[config.mk]
export PLATFORM = sky130hd
export DESIGN_NAME = rr_stream_mux
export DESIGN_NICKNAME = d
export VERILOG_FILES = /design/src/rtl/mux_pkg.sv /design/src/rtl/rr_arbiter.sv /design/src/rtl/rr_stream_mux.sv
export SDC_FILE = /design/constraint.sdc
export NUM_CORES = 1
export LEC_CHECK = 0
export ABC_CLOCK_PERIOD_IN_PS = 3000
export CORE_MARGIN = 4
export CORE_UTILIZATION = 45
export DETAILED_ROUTE_END_ITERATION = 16
export PLACE_DENSITY = 0.77
export SLEW_MARGIN = 20
export SYNTH_ARGS = -nofsm -noshare
export SYNTH_HDL_FRONTEND = slang
export SYNTH_SLANG_ARGS = --single-unit
[constraint.sdc]
create_clock -name clk -period 3 [get_ports clk]
set_clock_uncertainty 0.05 [all_clocks]
set_input_delay 0.6 -clock clk [delete_from_list [all_inputs] [get_ports clk]]
set_output_delay 0.6 -clock clk [all_outputs]
set_load 0.01 [all_outputs]
[src/rtl/mux_pkg.sv]
// Shared constants and helpers for the round-robin stream multiplexer family.
package mux_pkg;

  localparam int unsigned RR_N_CH_DEF = 4;
  localparam int unsigned RR_W_DEF    = 8;

  // Index width that never collapses to zero bits, so N_CH=1 still gets a 1-bit port.
  function automatic int unsigned clog2_min1(input int unsigned n);
    return (n <= 1) ? 1 : $clog2(n);
  endfunction

endpackage

[src/rtl/rr_arbiter.sv]
// Combinational round-robin arbiter: first requester at or after ptr, wrapping modulo N_CH.
module rr_arbiter
  import mux_pkg::*;
#(
  parameter int unsigned N_CH  = RR_N_CH_DEF,
  parameter int unsigned SEL_W = clog2_min1(N_CH)
) (
  input  logic [N_CH-1:0]  req,
  input  logic [SEL_W-1:0] ptr,
  input  logic             en,
  output logic [N_CH-1:0]  gnt,
  output logic [SEL_W-1:0] gnt_idx,
  output logic             any_gnt
);

  logic [2*N_CH-1:0] w_req_dbl;
  logic [N_CH-1:0]   w_rot;

  // Doubling the request vector turns the wrap-around search into a plain slice.
  assign w_req_dbl = {req, req};
  assign w_rot     = w_req_dbl[ptr +: N_CH];

  always_comb begin
    int idx;
    idx     = 0;
    gnt     = '0;
    gnt_idx = '0;
    any_gnt = 1'b0;
    if (en) begin
      // Scan downwards so the lowest rotated position (nearest to ptr) wins last.
      for (int k = int'(N_CH) - 1; k >= 0; k--) begin
        if (w_rot[k]) begin
          idx = int'(ptr) + k;
          if (idx >= int'(N_CH)) idx = idx - int'(N_CH);
          gnt     = N_CH'(1) << idx;
          gnt_idx = SEL_W'(idx);
          any_gnt = 1'b1;
        end
      end
    end
  end

endmodule

[src/rtl/rr_stream_mux.sv]
// N-channel valid/ready stream mux with round-robin arbitration and a registered output stage.
// Optional feature macro: RR_FORCE_SEL_EN adds force_en/force_sel to pin the grant to one channel.
module rr_stream_mux
  import mux_pkg::*;
#(
  parameter int unsigned N_CH  = RR_N_CH_DEF,
  parameter int unsigned W     = RR_W_DEF,
  parameter int unsigned SEL_W = clog2_min1(N_CH)
) (
  input  logic              clk,
  input  logic              rst_n,
  input  logic [N_CH-1:0]   in_valid,
  input  logic [N_CH*W-1:0] in_data,
  output logic [N_CH-1:0]   in_ready,
  output logic              out_valid,
  output logic [W-1:0]      out_data,
  output logic [SEL_W-1:0]  out_ch,
  input  logic              out_ready
`ifdef RR_FORCE_SEL_EN
  ,
  input  logic              force_en,
  input  logic [SEL_W-1:0]  force_sel
`endif
);

  logic             r_out_valid;
  logic [W-1:0]     r_out_data;
  logic [SEL_W-1:0] r_out_ch;
  logic [SEL_W-1:0] r_ptr;

  logic             w_accept;
  logic             w_en;
  logic             w_any;
  logic             w_forced;
  logic [N_CH-1:0]  w_req;
  logic [N_CH-1:0]  w_gnt;
  logic [SEL_W-1:0] w_gnt_idx;
  logic [SEL_W-1:0] w_ptr_nxt;
  logic [W-1:0]     w_sel_data;

`ifdef RR_FORCE_SEL_EN
  // An out-of-range force_sel masks every request, so nothing transfers.
  assign w_forced = force_en;
  assign w_req    = !force_en ? in_valid :
                    (int'(force_sel) < int'(N_CH)) ? (in_valid & (N_CH'(1) << force_sel)) : '0;
`else
  assign w_forced = 1'b0;
  assign w_req    = in_valid;
`endif

  assign w_accept = !r_out_valid || out_ready;
  assign w_en     = w_accept && rst_n;

  rr_arbiter #(
    .N_CH  (N_CH),
    .SEL_W (SEL_W)
  ) u_arbiter (
    .req     (w_req),
    .ptr     (r_ptr),
    .en      (w_en),
    .gnt     (w_gnt),
    .gnt_idx (w_gnt_idx),
    .any_gnt (w_any)
  );

  assign in_ready  = w_gnt;
  assign w_ptr_nxt = (w_gnt_idx == SEL_W'(N_CH - 1)) ? '0 : w_gnt_idx + 1'b1;

  // AND-OR select keeps X on non-granted lanes from reaching the output register.
  always_comb begin
    w_sel_data = '0;
    for (int i = 0; i < int'(N_CH); i++) begin
      w_sel_data = w_sel_data | (in_data[i*W +: W] & {W{w_gnt[i]}});
    end
  end

  always_ff @(posedge clk) begin
    if (!rst_n) begin
      r_out_valid <= 1'b0;
      r_out_data  <= '0;
      r_out_ch    <= '0;
      r_ptr       <= '0;
    end else if (w_accept) begin
      r_out_valid <= w_any;
      if (w_any) begin
        r_out_data <= w_sel_data;
        r_out_ch   <= w_gnt_idx;
        if (!w_forced) r_ptr <= w_ptr_nxt;
      end
    end
  end

  assign out_valid = r_out_valid;
  assign out_data  = r_out_data;
  assign out_ch    = r_out_ch;

endmodule

==> metrics, run 1 <==
Final min period 2900 ps; Antenna Cells 0; vias per cell 6.25; Worst path slowest cell or4_4; Leak 1.00 nW; total track usage 23.4%; relative slew slack 48.9%; Worst Tran Pin Value ~760 ps; CTS tree yes; P per Cell Area 375 nW/um^2; Sink Count 13; CP Launch Type input pin; crit-path cells clkdlybuf4s15_1 > and4b_1 > or4_4 > a22o_1 > a2111oi_2 > nor2_1 > buf_2; wire per inst around 17 microns; Initial Util 47.5%; Overflow after GRT 0; highest net fanout along the worst path 3; RePlAce Congestion 0.864; ys flop type dfxtp_1; vias in the first global route about 2,000; Syn Area/Cell 8.13 sq um; unrepaired setup endpoints after global routing false; post-synthesis sequential area ratio 14.8%; synthesized flop and latch total 13; Worst Path Buf+Inv 2; Post-Syn Area 1760 sq um; required time of the critical path 2350 ps; Inserted Clock Buffers 3; outcome finished clean; die area 4990 sq um; post-place setup slack -716 ps; CTS Hold Bufs 0; number of remaining DRC errors 0; peak supply drop 201 uV; post-DP HPWL 4460 microns; number of synthesized flops with an enable pin 0; Final TNS setup 0 ps; # port buffers 53; CP peak stage delay 420 ps; period utilisation layout between 90% and 100%; I/O Pins 54; Final Util a little over two thirds; syn_nets 265; synth warn 0; Max Buffers Root-to-Sink 2; largest net degree at the start of global routing 24; Yosys top cell by area dfxtp_1; clk root buf clkbuf_8; Area Growth Syn to Fin 47.8%; top post-synthesis cells by area dfxtp_1 (15%), a21oi_1 (6.8%), ha_1 (6.4%); Hold Fails Final Rpt 0; post-synth top area share 14.8%; share of cells above drive strength 1 a little under a quarter; # H-tree levels 1; setup ws final 96.8 ps; Final ANT Viol Nets 0; clk_lat worst skew 240 ps; Die Height 70.6 microns; Mapped Cells ~220; Worst setup EP type primary output; Async S/R FF share, synth 0%; # Max-Cap Violations 0; Die Width between 70 and 80 microns; antenna violations before repair 0; first-pass GRT wire length 9690 microns; overall power 0.000978 W; Synth cell types 51; DRT iter0 DRCs 286; CP Class in -> out; cell row count 22; FMAX 0.344 GHz; DRT Pass-1 Iters 4; CTS clk-pin slew, worst paths 60 ps; Hold Path Class reg -> reg; arrival time worst endpoint 2250 ps; core box area 3720 sq um; Post-synth top cells a21oi_1 (24), nand2_1 (24), clkbuf_1 (14), dfxtp_1 (13), nor2_1 (11); Final nets ~340; Final Setup Violations 0; DR vias 2,139; Slew Viols, Final 0; CP top delay family simple AND/OR/NAND/NOR gates; drt total wl 5950 microns
[cell type report]
cell class	instances	area (sq um)
flip-flops and latches	13	262
well taps	48	60.1
fillers	319	1110
multi-input cells	178	1390
repair buffers	93	825
clock buffers	4	45.0
inverters	6	22.5
[cells by family after synthesis]
family          share of synthesized area [%]
buf+inv                                  7.38
compound gates                           44.0
simple gates                             21.2
fa+ha+maj                                6.38
mux                                      6.31
flops                                    14.8
[worst reg2reg max path: cells and delay by family, from the launching register on]
| family | cells | cell delay (ps) |
|---|---|---|
| AO/OA/AOI/OAI | 3 | 1020 |
| buffers and inverters | 3 | 590 |
| multiplexers | 1 | 560 |
| flip-flops | 1 | 440 |
[where the power goes]
group	internal, W	switching, W
Sequential	0.000203	0.0000250
Clock	0.0000941	0.0000738
Combinational	0.000298	0.000284
[path summary, 6_finish.rpt]
path               start          end  slack (ps)  depth (start not counted)
max          in_valid[2]  in_ready[2]         100                          7
min            out_ch[0]    out_ch[0]         440                          1
max reg2reg     r_ptr[0]  out_data[7]         270                          7
min reg2reg    out_ch[0]    out_ch[0]         440                          1
[state kept, by name (all words and copies together), names as in the netlist]
| register | count |
|---|---|
| out_ch | 2 |
| out_data | 8 |
| out_valid | 1 |
| r_ptr | 2 |
[layout by cell type (no fill, tap or decap), types with 6 or more instances in the layout]
master           instances
a211o_1                  8
a21oi_1                 23
a221oi_1                 8
a22o_1                   9
a32oi_1                  8
buf_4                   36
clkdlybuf4s50_1         45
dfxtp_1                 12
ha_1                     9
inv_1                    6
nand2_1                 24
nand3b_1                 9
nor2_1                  11
o211ai_1                 8
o221ai_1                 8
[per-stage QoR]
step / area [sq um] / instances / hold WS [ps]
2_1_floorplan: 1760 / 217 / 469
3_5_place_dp: 2540 / 336 / 425
3_3_place_gp: 2540 / 336 / 412
5_1_grt: 2610 / 342 / 462
4_1_cts: 2610 / 342 / 442
6_report: 2610 / 342 / 439
[per-layer routing]
layer / vias up / track usage (%) / wire length (microns)
met5: - / 0 / 0
met4: 0 / 5.85 / 44
met3: 6 / 3.98 / 485
met2: 96 / 36.5 / 2710
met1: 1005 / 33.7 / 2710
li1: 1032 / - / -
[timing repair]
| action | 4_1_cts | 5_1_grt |
|---|---|---|
| gates resized for setup | 25 | 10 |
| pin swaps | 4 | 4 |
| setup endpoints to repair | 4 | 4 |
| cloned | 0 | 0 |
| buffers inserted | 2 | 0 |
Note: power is estimated with default switching activity, not from simulation.
==> inputs of run 2 (changes only) <==
TNS_END_PERCENT = 5   (was default)
==> run 2 against run 1 <==
Non-clock buffer count fell by 1. Largest power group unchanged. Die area did not move. Core utilization fell by 0.20 points. Largest cell class unchanged. Via count fell by 0.56%.
==> metrics, run 2 (synthesis results as in run 1) <==
outcome finished clean; Die Width 70.6 microns; Worst path slowest cell or4_4; wire per inst approximately 17 microns; die area 4990 sq um; required time of the critical path 2350 ps; Initial Util 47.5%; CP top delay family simple AND/OR/NAND/NOR gates; RePlAce Congestion between 0.8 and 0.9; # H-tree levels 1; Final Util approximately 70%; peak supply drop approximately 200 uV; commonest non-fill, non-tap cell in the layout clkdlybuf4s50_1; Final nets 342; antenna violations before repair 0; Final min period between 2000 and 3000 ps; Hold Fails Final Rpt 0; highest net fanout along the worst path 3; Worst Path Buf+Inv 2; CP Class in -> out; Area Growth Syn to Fin 47.4%; period utilisation layout 96.7%; clk root buf clkbuf_8; Max Buffers Root-to-Sink 2; share of cells above drive strength 1 23.2%; first-pass GRT wire length 9580 microns; cell row count 22; CTS Hold Bufs 0; core box area 3720 sq um; Fin Hold WS between 400 and 500 ps; total track usage 23.1%; Die Height between 70 and 80 microns; Final Setup Violations 0; CP peak stage delay roughly 420 ps; vias in the first global route 2,008; crit-path cells clkdlybuf4s15_1 > and4b_1 > or4_4 > a22o_1 > a2111oi_2 > nor2_1 > buf_2; Leak 1.00 nW; relative slew slack 49.3%; Worst setup EP type primary output; FMAX 0.345 GHz; CP Launch Type input pin; DRT Pass-1 Iters 4; DR vias 2,127; vias per cell 6.24; Hold Path Class reg -> reg; number of remaining DRC errors 0; DRT iter0 DRCs 295; P per Cell Area 374 nW/um^2; Sink Count 13; CTS clk-pin slew, worst paths ~60 ps; post-DP HPWL 4460 microns; drt total wl 5900 microns; arrival time worst endpoint between 2000 and 2500 ps; CTS tree yes; most frequent cells in the layout clkdlybuf4s50_1 (45), buf_4 (35), nand2_1 (24), a21oi_1 (23), dfxtp_1 (12); max FFs per register 8; largest net degree at the start of global routing 24; unrepaired setup endpoints after global routing false; Overflow after GRT 0; # Max-Cap Violations 0; Slew Viols, Final 0; Inserted Clock Buffers 3; Worst Tran Pin Value 758 ps; # port buffers 53; Final ANT Viol Nets 0; clk_lat worst skew roughly 240 ps; Antenna Cells 0; Fill cells 316; I/O Pins between 50 and 60
[run 2: report_power, final]
part           leakage, nW  total (W)  internal [W]  switching (W)
registers            0.109   0.000228      0.000203      0.0000249
logic                0.868   0.000577      0.000295       0.000282
clock network       0.0228   0.000167     0.0000940      0.0000734
total                 1.00   0.000972      0.000592       0.000380
[run 2: per-layer routing]
layer  part of all wire (%)  vias to the layer above  wire, microns  global-route usage, %
met5                      0                        -              0                      0
met4                   0.34                        0             20                   4.38
met3                    9.2                        2            545                   3.84
met2                     46                      101           2690                   36.3
met1                     45                      995           2640                   33.6
li1                       -                     1029              -                      -
[run 2: worst paths after layout]
check,slack (ps),cells after the start,endpoint,from
max,100,7,in_ready[2],in_valid[2]
min,440,1,out_ch[0],out_ch[0]
max reg2reg,270,7,out_data[4],r_ptr[0]
min reg2reg,440,1,out_ch[0],out_ch[0]
[run 2: area by class of cell]
type	instances	area, sq um	area share (%)
inverters	6	22.5	0.866
multi-input cells	178	1390	53.6
flip-flops and latches	13	262	10.1
well taps	48	60.1	2.31
repair buffers	92	817	31.4
clock buffers	4	45.0	1.73
[run 2: what timing repair did]
action / CTS / global route
pin swaps: 4 / 4
endpoints found under the setup margin: 4 / 3
setup buffers: 1 / 0
gates resized for setup: 25 / 10
cloned: 0 / 0
[run 2: worst register-to-register path, stage by stage (launching register included)]
cell and delay [ps]:
dfxtp_1 440, buf_4 220, mux4_2 560, buf_6 170
buf_4 190, a2111oi_4 610, a221oi_1 210, o211ai_1 210
[run 2: through the flow]
step	cell area [sq um]	setup TNS (ps)	power, W	setup slack (ps)	cells
final	2600	0	0.000972	98.1	341
after global routing	2600	0	0.00103	2.58	341
after CTS	2600	0	0.000966	28.6	341
after detailed placement	2540	-4050	0.000790	-716	336
after global placement	2540	-3970	0.000783	-670	336
after floorplan	1760	0	0.000532	278	217
==> inputs of run 3 (changes only) <==
ABC_CLOCK_PERIOD_IN_PS = 2500   (was 3000)
CORE_UTILIZATION = 43   (was 45)
clock period = 2.5 ns   (was 3 ns; I/O delays follow)
==> run 3 against run 2 <==
Critical path type is now reg -> out. Power increased by 26%. The flow now finishes with violations (negative setup slack). Register-to-register slack worse by 380 ps. Via count up 5.4%. Largest power group unchanged. Sequential share of layout area decreased by 0.45 points. Highest routed layer unchanged.
==> metrics, run 3 (synthesis results as in run 1) <==
logic gate share of total power 61.9%; clk_lat worst skew 240 ps; Post-Layout Inst Area 2760 sq um; commonest non-fill, non-tap cell in the layout buf_4; Hold Path Class reg -> reg; # Max-Cap Violations 0; # port buffers 53; Inserted Clock Buffers 3; Worst Tran Pin Value 760 ps; Final ANT Viol Nets 0; RePlAce Congestion 0.889; Internal Power 0.000749 W; dpl cells between 300 and 400; total track usage 25.3%; CTS Hold Bufs 0; Max Buffers Root-to-Sink 2; Fill cells between 300 and 400; CTS clk-pin slew, worst paths about 60 ps; failing checks negative setup slack; die area 5190 sq um; register area about 270 sq um; I/O Pins 54; share of cells above drive strength 1 29.0%; Final Setup Violations 12; CP Class reg -> out; Hold Fails Final Rpt 0; Leak 1.08 nW; Slew Viols, Final 0; Die Width 72.1 microns; unrepaired setup endpoints after global routing true; FMAX 0.369 GHz; arrival time worst endpoint ~2200 ps; clk root buf clkbuf_8; most frequent cells in the layout buf_4 (47), clkdlybuf4s50_1 (45), nand2_1 (24), a21oi_1 (23); Final min period 2710 ps; highest net fanout along the worst path 2; CP Launch Type register; Switching Share 38.7%; Worst setup EP type primary output; period utilisation layout 108%; antenna violations before repair 0; largest net degree at the start of global routing 24; CTS tree yes; Overflow after GRT 0; Initial Util 44.4%; Die Height roughly 72 microns; Net Sw Power 0.000473 W; vias per cell 6.28; sequential share of power 22.3%; Clk pwr share between 10% and 20%; max FFs per register 8; first-pass GRT wire length between 10,000 and 15,000 microns; Area Growth Syn to Fin 56.5%; post-DP HPWL 4790 microns; outcome complete, but fails checks; area of the multi-input gates 1430 sq um; peak supply drop 302 uV; vias in the first global route 2,250; setup ws final -209 ps; wire per inst 17.9 microns; DRT iter0 DRCs around 230; Final nets 356; P per Cell Area 443 nW/um^2; DR vias 2,242; cell row count 23; # H-tree levels 1; core box area 3970 sq um; required time of the critical path 1950 ps; relative slew slack 49.1%; Sink Count 13; post-route insts no fill 357; number of remaining DRC errors 0; drt total wl 6410 microns; Antenna Cells 0; DRT Pass-1 Iters 4; dpl cell area 2660 sq um
==> run 3: power by group through the flow <==
stage	registers, W	clock network, W	logic, W
3_5_place_dp	0.000275	0	0.000717
5_1_grt	0.000276	0.000212	0.000816
6_report	0.000272	0.000193	0.000757
4_1_cts	0.000271	0.000197	0.000743
3_3_place_gp	0.000273	0	0.000703
2_1_floorplan	0.000286	0	0.000356
==> run 3: metal layers <==
layer	vias up	GRT usage, %	wire, microns
met2	109	41.9	3110
met5	-	0	0
li1	1057	-	-
met4	0	8.77	93
met3	12	2.49	483
met1	1064	34.2	2720
==> run 3: repair_timing <==
action                                  4_1_cts  5_1_grt
endpoints found under the hold margin         0        0
gates resized for setup                      43        4
pin swaps                                     8        0
endpoints found under the setup margin       15       12
buffers inserted                              3        0
==> run 3: worst paths after layout <==
path	start	endpoint	cells past startpoint	slack [ps]
min	out_ch[0]	out_ch[0]	1	440
min reg2reg	out_ch[0]	out_ch[0]	1	440
max	r_ptr[0]	in_ready[2]	7	-210
max reg2reg	r_ptr[0]	out_data[1]	8	-110
==> run 3: area by class of cell <==
type | instances | area share (%)
multi-input cells | 178 | 51.8
repair buffers | 106 | 33.9
flip-flops and latches | 13 | 9.61
well taps | 50 | 2.27
clock buffers | 4 | 1.63
inverters | 6 | 0.816
==> run 3: through the flow <==
step                      total power, W  setup slack [ps]  hold slack, ps  setup TNS [ps]  util [%]
after floorplan                 0.000643              14.6             469               0         -
after CTS                        0.00121              -194             438            -955      69.1
after global placement          0.000976              -896             415           -9460      66.9
after global routing             0.00130              -311             459           -2430      69.5
after detailed placement        0.000992              -973             425          -10130      66.9
final                            0.00122              -209             438           -1390      69.5
==> run 3: worst max-delay path, cell delays in order, from the launching register on <==
cell       delay (ps)
dfxtp_4           350
buf_6             110
nor4bb_1          110
or4_4             530
a22o_4            280
a2111oi_4         300
nor2_1             90
buf_2             140
